<file path="src/rtl/jtframe_sdram_sched.sv">
// SDRAM request scheduler: one transaction at a time from four bank ports or the download port.
// Define JTFRAME_SDRAM_RR_EN for round-robin bank arbitration; otherwise bank 0 has fixed top priority.
`timescale 1ns/1ps
module jtframe_sdram_sched #(
  parameter int AW   = 22,
  parameter int TOUT = 255
) (
  input  logic          clk,
  input  logic          rst,
  input  logic          downloading,
  input  logic [AW-1:0] prog_addr,
  input  logic [1:0]    prog_ba,
  input  logic          prog_rd,
  input  logic          prog_we,
  input  logic [15:0]   prog_data,
  input  logic [1:0]    prog_mask,
  output logic          prog_ack,
  output logic          prog_rdy,
  input  logic [AW-1:0] ba0_addr,
  input  logic [AW-1:0] ba1_addr,
  input  logic [AW-1:0] ba2_addr,
  input  logic [AW-1:0] ba3_addr,
  input  logic [3:0]    ba_rd,
  input  logic          ba_wr,
  input  logic [15:0]   ba0_din,
  input  logic [1:0]    ba0_din_m,
  output logic [3:0]    ba_ack,
  output logic [3:0]    ba_rdy,
  output logic          cmd_req,
  output logic [1:0]    cmd_ba,
  output logic [AW-1:0] cmd_addr,
  output logic          cmd_wr,
  output logic [15:0]   cmd_din,
  output logic [1:0]    cmd_mask,
  input  logic          cmd_ack,
  input  logic          cmd_done,
  output logic          tout_err
);

  typedef enum logic [1:0] {IDLE, ISSUE, WAIT} state_t;

  localparam logic [2:0] OWN_PROG  = 3'd4;
  localparam logic [7:0] TOUT_LAST = 8'(TOUT - 1);

  state_t        state_q, state_d;
  logic [2:0]    owner_q, owner_d;
  logic          cmd_req_q, cmd_req_d;
  logic [1:0]    cmd_ba_q, cmd_ba_d;
  logic [AW-1:0] cmd_addr_q, cmd_addr_d;
  logic          cmd_wr_q, cmd_wr_d;
  logic [15:0]   cmd_din_q, cmd_din_d;
  logic [1:0]    cmd_mask_q, cmd_mask_d;
  logic [3:0]    ba_ack_q, ba_ack_d;
  logic [3:0]    ba_rdy_q, ba_rdy_d;
  logic          prog_ack_q, prog_ack_d;
  logic          prog_rdy_q, prog_rdy_d;
  logic          tout_err_q, tout_err_d;
  logic [7:0]    wdog_q, wdog_d;

  logic [3:0]    bank_req;
  logic [3:0]    req_rot;
  logic [1:0]    search_base;
  logic          bank_hit;
  logic [1:0]    bank_off;
  logic [1:0]    bank_win;
  logic [AW-1:0] bank_addr;
  logic          ack_own;
  logic          rdy_own;

  assign bank_req = ba_rd | {3'b000, ba_wr};

`ifdef JTFRAME_SDRAM_RR_EN
  logic [1:0] ptr_q, ptr_d;
  logic [7:0] req_dbl;

  // Rotate the request vector so the search always scans from bit 0 upward.
  always_comb begin
    req_dbl     = {bank_req, bank_req} >> ptr_q;
    req_rot     = req_dbl[3:0];
    search_base = ptr_q;
  end
`else
  always_comb begin
    req_rot     = bank_req;
    search_base = 2'd0;
  end
`endif

  always_comb begin
    bank_hit = 1'b0;
    bank_off = '0;
    for (int unsigned i = 0; i < 4; i++) begin
      if (!bank_hit && req_rot[i]) begin
        bank_hit = 1'b1;
        bank_off = 2'(i);
      end
    end
    bank_win = search_base + bank_off;
  end

  always_comb begin
    unique case (bank_win)
      2'd0:    bank_addr = ba0_addr;
      2'd1:    bank_addr = ba1_addr;
      2'd2:    bank_addr = ba2_addr;
      default: bank_addr = ba3_addr;
    endcase
  end

  always_comb begin
    state_d    = state_q;
    owner_d    = owner_q;
    cmd_req_d  = cmd_req_q;
    cmd_ba_d   = cmd_ba_q;
    cmd_addr_d = cmd_addr_q;
    cmd_wr_d   = cmd_wr_q;
    cmd_din_d  = cmd_din_q;
    cmd_mask_d = cmd_mask_q;
    wdog_d     = wdog_q;
    ba_ack_d   = '0;
    ba_rdy_d   = '0;
    prog_ack_d = 1'b0;
    prog_rdy_d = 1'b0;
    tout_err_d = 1'b0;
    ack_own    = 1'b0;
    rdy_own    = 1'b0;
`ifdef JTFRAME_SDRAM_RR_EN
    ptr_d      = ptr_q;
`endif

    unique case (state_q)
      IDLE: begin
        if (downloading) begin
          if (prog_rd || prog_we) begin
            owner_d    = OWN_PROG;
            cmd_ba_d   = prog_ba;
            cmd_addr_d = prog_addr;
            cmd_wr_d   = prog_we;
            cmd_din_d  = prog_data;
            cmd_mask_d = prog_mask;
            cmd_req_d  = 1'b1;
            state_d    = ISSUE;
          end
        end else if (bank_hit) begin
          owner_d    = {1'b0, bank_win};
          cmd_ba_d   = bank_win;
          cmd_addr_d = bank_addr;
          cmd_wr_d   = (bank_win == 2'd0) && ba_wr;
          cmd_din_d  = ba0_din;
          cmd_mask_d = ba0_din_m;
          cmd_req_d  = 1'b1;
          state_d    = ISSUE;
`ifdef JTFRAME_SDRAM_RR_EN
          ptr_d      = bank_win + 2'd1;
`endif
        end
      end
      ISSUE: begin
        if (cmd_ack) begin
          cmd_req_d = 1'b0;
          ack_own   = 1'b1;
          if (cmd_done) begin
            rdy_own = 1'b1;
            state_d = IDLE;
          end else begin
            wdog_d  = '0;
            state_d = WAIT;
          end
        end
      end
      WAIT: begin
        if (cmd_done) begin
          rdy_own = 1'b1;
          state_d = IDLE;
        end else if (wdog_q == TOUT_LAST) begin
          tout_err_d = 1'b1;
          state_d    = IDLE;
        end else begin
          wdog_d = wdog_q + 8'd1;
        end
      end
      default: state_d = IDLE;
    endcase

    if (ack_own) begin
      if (owner_q == OWN_PROG) prog_ack_d = 1'b1;
      else ba_ack_d[owner_q[1:0]] = 1'b1;
    end
    if (rdy_own) begin
      if (owner_q == OWN_PROG) prog_rdy_d = 1'b1;
      else ba_rdy_d[owner_q[1:0]] = 1'b1;
    end
  end

  always_ff @(posedge clk or posedge rst) begin
    if (rst) begin
      state_q    <= IDLE;
      owner_q    <= '0;
      cmd_req_q  <= 1'b0;
      cmd_ba_q   <= '0;
      cmd_addr_q <= '0;
      cmd_wr_q   <= 1'b0;
      cmd_din_q  <= '0;
      cmd_mask_q <= '0;
      wdog_q     <= '0;
      ba_ack_q   <= '0;
      ba_rdy_q   <= '0;
      prog_ack_q <= 1'b0;
      prog_rdy_q <= 1'b0;
      tout_err_q <= 1'b0;
`ifdef JTFRAME_SDRAM_RR_EN
      ptr_q      <= '0;
`endif
    end else begin
      state_q    <= state_d;
      owner_q    <= owner_d;
      cmd_req_q  <= cmd_req_d;
      cmd_ba_q   <= cmd_ba_d;
      cmd_addr_q <= cmd_addr_d;
      cmd_wr_q   <= cmd_wr_d;
      cmd_din_q  <= cmd_din_d;
      cmd_mask_q <= cmd_mask_d;
      wdog_q     <= wdog_d;
      ba_ack_q   <= ba_ack_d;
      ba_rdy_q   <= ba_rdy_d;
      prog_ack_q <= prog_ack_d;
      prog_rdy_q <= prog_rdy_d;
      tout_err_q <= tout_err_d;
`ifdef JTFRAME_SDRAM_RR_EN
      ptr_q      <= ptr_d;
`endif
    end
  end

  assign cmd_req  = cmd_req_q;
  assign cmd_ba   = cmd_ba_q;
  assign cmd_addr = cmd_addr_q;
  assign cmd_wr   = cmd_wr_q;
  assign cmd_din  = cmd_din_q;
  assign cmd_mask = cmd_mask_q;
  assign ba_ack   = ba_ack_q;
  assign ba_rdy   = ba_rdy_q;
  assign prog_ack = prog_ack_q;
  assign prog_rdy = prog_rdy_q;
  assign tout_err = tout_err_q;

endmodule

</file>
<file path="config.mk">
export PLATFORM = sky130hd
export DESIGN_NAME = jtframe_sdram_sched
export DESIGN_NICKNAME = d
export VERILOG_FILES = /design/src/rtl/jtframe_sdram_sched.sv
export SDC_FILE = /design/constraint.sdc
export NUM_CORES = 1
export LEC_CHECK = 0
export ABC_CLOCK_PERIOD_IN_PS = 3240
export CAP_MARGIN = 20
export CORE_MARGIN = 3
export CORE_UTILIZATION = 40
export CTS_CLUSTER_DIAMETER = 40
export CTS_CLUSTER_SIZE = 14
export DETAILED_ROUTE_END_ITERATION = 10
export PLACE_DENSITY = 0.82
export SYNTH_ARGS = -nofsm -noshare
export SYNTH_HDL_FRONTEND = slang
export SYNTH_SLANG_ARGS = --single-unit
export TNS_END_PERCENT = 10
</file>
<file path="constraint.sdc">
create_clock -name clk -period 3.24 [get_ports clk]
set_input_delay 0.972 -clock clk [delete_from_list [all_inputs] [get_ports clk]]
set_output_delay 0.972 -clock clk [all_outputs]
set_load 0.01 [all_outputs]
</file>
Yosys cells after proc, flatten, opt, wreduce, memory -nomap -nowiden. Cells that the tools add are included. W data, S select, Z words.

Multiplexer cells: 60. Add/subtract/negate cells: 1. Bitwise gates (word level): 1. $lt $le $gt $ge: 2. Eq/ne operators: 14. Reduce and logical (&&, ||, !) cells: 18.

Operators with widths (count): $mux W22 (3); $pmux W22 S3 (1); $mux W16 (3); $mux W8 (4); $mux W2 (15); $mux W1 (23); $pmux W8 S2 (1); $mux W4 (3); $mux W3 (3); $ne A3 B3 Y1 const B (3); $add A8 B1 Y8 const B (1); $eq A8 B8 Y1 const B (1); $ne A2 B2 Y1 const B (4); $reduce_and A4 Y1 (2); $pmux W2 S3 (1); $reduce_bool A2 Y1 (3); $logic_and A1 B1 Y1 (5); $reduce_and A5 Y1 (1); $eq A2 B1 Y1 const B (2); $eq A2 B2 Y1 const B (2); $logic_not A2 Y1 (2); $or A4 B1 Y4 (1); $pmux W1 S2 (2); $eq A3 B3 Y1 const B (1); other kinds (7) (9).

Input port bits: 160. Logic and storage cells: 110. Register bits after elaboration: 68. Output and inout port bits: 55.

Longest topological paths before layout.
Depth after elaboration: 15. Mapped depth: 9.

Worst setup path before layout. No wires, ideal clock.

Path kind: in2reg. Start: input ba_wr. End: register cmd_addr_q[0] (netlist: cmd_addr[0]). Data required time: 3.112 ns. Cell stages on the path: 7. Arrival: 2.140 ns. Buffers on the path: 3. Library setup time: 0.128 ns. Setup slack: 0.973 ns. Cell sequence: buf_2 > nor3_1 > a221o_1 > buf_2 > buf_6 > a222oi_1 > nand2_1.

Word-level cells in the longest chain between the ends: 15.

Ends and longest elaborated chain: start: declaration (line 24) `input logic ba_wr,`; $or A4 B1 Y4 * (line 70) `assign bank_req = ba_rd | {3'b000, ba_wr};`; $mux W1 * (line 93) `if (!bank_hit && req_rot[i]) begin`; $logic_not A1 Y1 (line 93); $logic_and A1 B1 Y1 (line 93); $mux W1 (line 93); $logic_not A1 Y1 (line 93); $logic_and A1 B1 Y1 (line 93); $mux W1 (line 93); $logic_not A1 Y1 (line 93); $logic_and A1 B1 Y1 (line 93); $mux W2 (line 93); $eq A2 B2 Y1 (tied with other cells) (line 102) `unique case (bank_win)`; $pmux W22 S3 (line 102); $mux W22 (line 144) `end else if (bank_hit) begin`; $mux W22 (line 133) `if (downloading) begin`; end signal: assignment (line 219) `cmd_addr_q <= cmd_addr_d;`; end: declaration (line 49) `logic [AW-1:0] cmd_addr_q, cmd_addr_d;`.

Mark *: on every way between the ends. The rest lies on a longest branch, timed or not. The select of a mux whose other input is x is not followed. A chain may end at the register's enable or synchronous reset.

Worst setup path after layout.
Start: input ba_rd[1]. End: register cmd_addr_q[19] (netlist: cmd_addr[19]).

Word-level cells in the longest chain between the ends: 13.

Ends and longest elaborated chain: start: declaration (line 23) `input logic [3:0] ba_rd,`; $or A4 B1 Y4 * (line 70); $logic_and A1 B1 Y1 * (line 93); $mux W1 (line 93); $logic_not A1 Y1 (line 93); $logic_and A1 B1 Y1 (line 93); $mux W1 (line 93); $logic_not A1 Y1 (line 93); $logic_and A1 B1 Y1 (line 93); $mux W2 (line 93); $eq A2 B2 Y1 (tied with other cells) (line 102); $pmux W22 S3 (line 102); $mux W22 (line 144); $mux W22 (line 133).

Marked as above.

==> results.cfg <==
[sta]
max_slew_margin = 0.479
fmax_ghz = 0.374
setup-violations-final = 0
rsz0062_at_grt = false
finalWorstSetupSlack_ps = 567
hold_viol = 0
tightest_slew_ps = 781
period_share = 0.825
setup_tns_ps = 0
clock_skew_ps = 15.5
fin_crit_ps = 2670
finalMaxSlewViolations = 0

[logic_synthesis]
synth_compound_area_frac = 0.214
synthXorXnorAreaFrac = 0
synthFlopType = dfrtp_1
synth.avg_cell_area_um2 = 9.33
ys_warn_count = 0
synthMostInstantiatedCell = dfrtp_1
synth_top_family_by_area = simple AND/OR/NAND/NOR gates
synthMuxAreaShare = 0.0608
synth_nets = 591
synth_top_cell_by_area = dfrtp_1
synth-simple-area-share = 0.231
ys_seq_elements = 68
synth_edf_count = 0
synth_top_area_share = 0.428
ys_top_cells_by_count = dfrtp_1 (68), nand2_1 (56), nor2_1 (37)
async_reset_ff_frac = 1.00
syn_inst = 426
synth_fa_ha_area_frac = 0.0157
synth_cell_types = 37
synth.area.top_cells = dfrtp_1 (43%), mux2i_1 (5.8%), a222oi_1 (5.5%)
synth_seq_area_share = 0.428
synthesis.area_mm2 = 0.00397

[global_route]
grt.total_usage = 0.254
grt_pass1_wl_um = 22700
grt_max_degree = 33
grt_pass1_vias = 4394
grt_overflow = 0
antenna_found_initial = 0

[power]
p_comb_frac = 0.488
switchingPower_uw = 1560
clock_power_share = 0.178
pwr-share-seq = 0.334
sw_frac_of_total = 0.378
p_per_area_mw_per_mm2 = 642
internal_power_uw = 2580
p_leak_uw = 0.00271
worst_ir_drop_vdd_mv = 0.303

[clock_tree]
clkTransAtPathRegs_ps = 80
cts_buffers = 9
cts_buffer_depth = 2
postCtsSetupBuffers = 0
cts-resized-gates = 0
ctsHoldBuffers = 0
cts_tree = built
cts.sinks = 68
clock_latency_ps = 360
cts_root_buffer = clkbuf_8
htreeDepth = 3

[floorplan]
initial_core_util = 0.420
num_rows = 35
die_h_um = 106
ios = 215
die_area_mm2 = 0.0112
core_mm2 = 0.00946
die_w_um = 106

[routing]
wl_um = 14400
drc = 0
drt_iter0_drc = 297
wl_per_cell_um = 18.7
drtAntennaViolNets = 0
drt_pass1_iterations = 9
drt-vias-per-instance = 5.61
vias = 4296

[worst_setup_path]
path_class = in2reg
arrival_ps = 2890
ff2ff_setup_slack_ps = 1010
required_ps = 3460
worstReg2RegEnd = cmd_addr[19]$_DFFE_PP0P_
ff2ff_path_depth = 7
reg2reg_from = state_q[0]$_DFFE_PP0P_
start_kind = primary input
worst_setup_path_end_kind = register
critPathMaxFanout = 19

[worst_hold_path]
min_path_cells = 2
holdPathEnd = cmd_din[10]$_DFFE_PP0P_
hold_start = cmd_din[10]$_DFFE_PP0P_
min_path_type = reg2reg

[place]
place_ws_ps = 234
io_buffer_count = 214
dp.final_hpwl_um = 11100
gp_congestion = 0.917

[final_layout]
drive_above_1_share = 0.104
final_nets = 797
antenna_cells = 0
areaGrowthSynthToFinish_pct = 62.4

[status]
status = completed

[run]
max_cap_viol_count = 0
## power groups by stage
stage / registers (µW) / clock network [µW] / logic [µW]
floorplan: 1500 / 0 / 861
global placement: 1380 / 0 / 1950
detailed placement: 1390 / 0 / 2010
CTS: 1380 / 753 / 2030
global route: 1430 / 792 / 2170
finish: 1380 / 738 / 2020
## cells by family after synthesis
family / after synthesis
and+or+nand+nor: 173
AOI/OAI and AO/OA: 111
DFF: 68
buffers and inverters: 45
muxes: 24
adders and majority gates: 5
## registers in the layout (all words and copies together), names as in the netlist
signal    cells
ba_ack        4
ba_rdy        4
cmd_addr     22
cmd_ba        2
cmd_din      16
cmd_mask      2
cmd_req       1
cmd_wr        1
owner_q       3
prog_ack      1
prog_rdy      1
state_q       2
tout_err      1
wdog_q        8
## routing by layer
layer	share of wire	track usage	up-vias
met5	0	0	-
met4	0.025	0.0897	0
met3	0.064	0.0459	32
met2	0.53	0.456	209
met1	0.38	0.304	2045
li1	-	-	2010
## worst max-delay path, cell delays in order
cell	delay [ps]
clkdlybuf4s50_1	570
nor3_1	100
a221o_2	440
buf_4	230
a222oi_1	470
nand2_1	100
## cell type report
class | instances | area [µm²]
Multi-Input combinational cell | 313 | 2080
Clock buffer | 9 | 124
Clock inverter | 7 | 80.1
Tap cell | 129 | 161
Timing Repair Buffer | 232 | 2280
Inverter | 8 | 30.0
Sequential cell | 68 | 1700
Fill cell | 767 | 3010
## per-stage QoR
stage / utilization / hold WS (ps) / power [µW] / cells / area (µm²)
final: 0.682 / 484 / 4140 / 766 / 6450
after global placement: 0.661 / 464 / 3330 / 750 / 6250
after CTS: 0.682 / 484 / 4160 / 766 / 6450
after floorplan: - / 456 / 2360 / 426 / 3970
after global routing: 0.682 / 491 / 4390 / 766 / 6450
after detailed placement: 0.661 / 471 / 3410 / 750 / 6250
## layout by cell type (no fill, tap or decap), types with 2 or more instances in the layout
cell,instances
clkdlybuf4s50_1,214
dfrtp_1,68
nand2_1,56
nor2_1,36
o21ai_0,24
or2_2,24
mux2i_1,23
nor4b_1,22
o21bai_1,22
o2111ai_1,22
a222oi_1,22
buf_4,18
clkbuf_8,9
inv_1,7
a21oi_1,6
nor4_1,6
nand3_1,5
nand2b_1,5
ha_1,5
nor3_1,4
inv_6,4
nor2b_1,3
nand4_1,3
o31ai_1,3
or4_1,3
a21o_1,3
o22ai_1,2
o41ai_1,2
clkinvlp_4,2
## how the worst max path moves through the flow
stage | from | end | slack (ps) | cells past startpoint
after floorplan | rst | ba_ack[0]$_DFF_PP0_ | 560 | 1
after global placement | ba_rd[1] | cmd_addr[20]$_DFFE_PP0P_ | 290 | 6
after detailed placement | ba_rd[1] | cmd_addr[19]$_DFFE_PP0P_ | 230 | 6
after CTS | ba_rd[1] | cmd_addr[19]$_DFFE_PP0P_ | 590 | 6
after global routing | ba_rd[1] | cmd_addr[19]$_DFFE_PP0P_ | 500 | 6
final | ba_rd[1] | cmd_addr[19]$_DFFE_PP0P_ | 570 | 6
No activity file was read; power rests on OpenSTA's default activity.
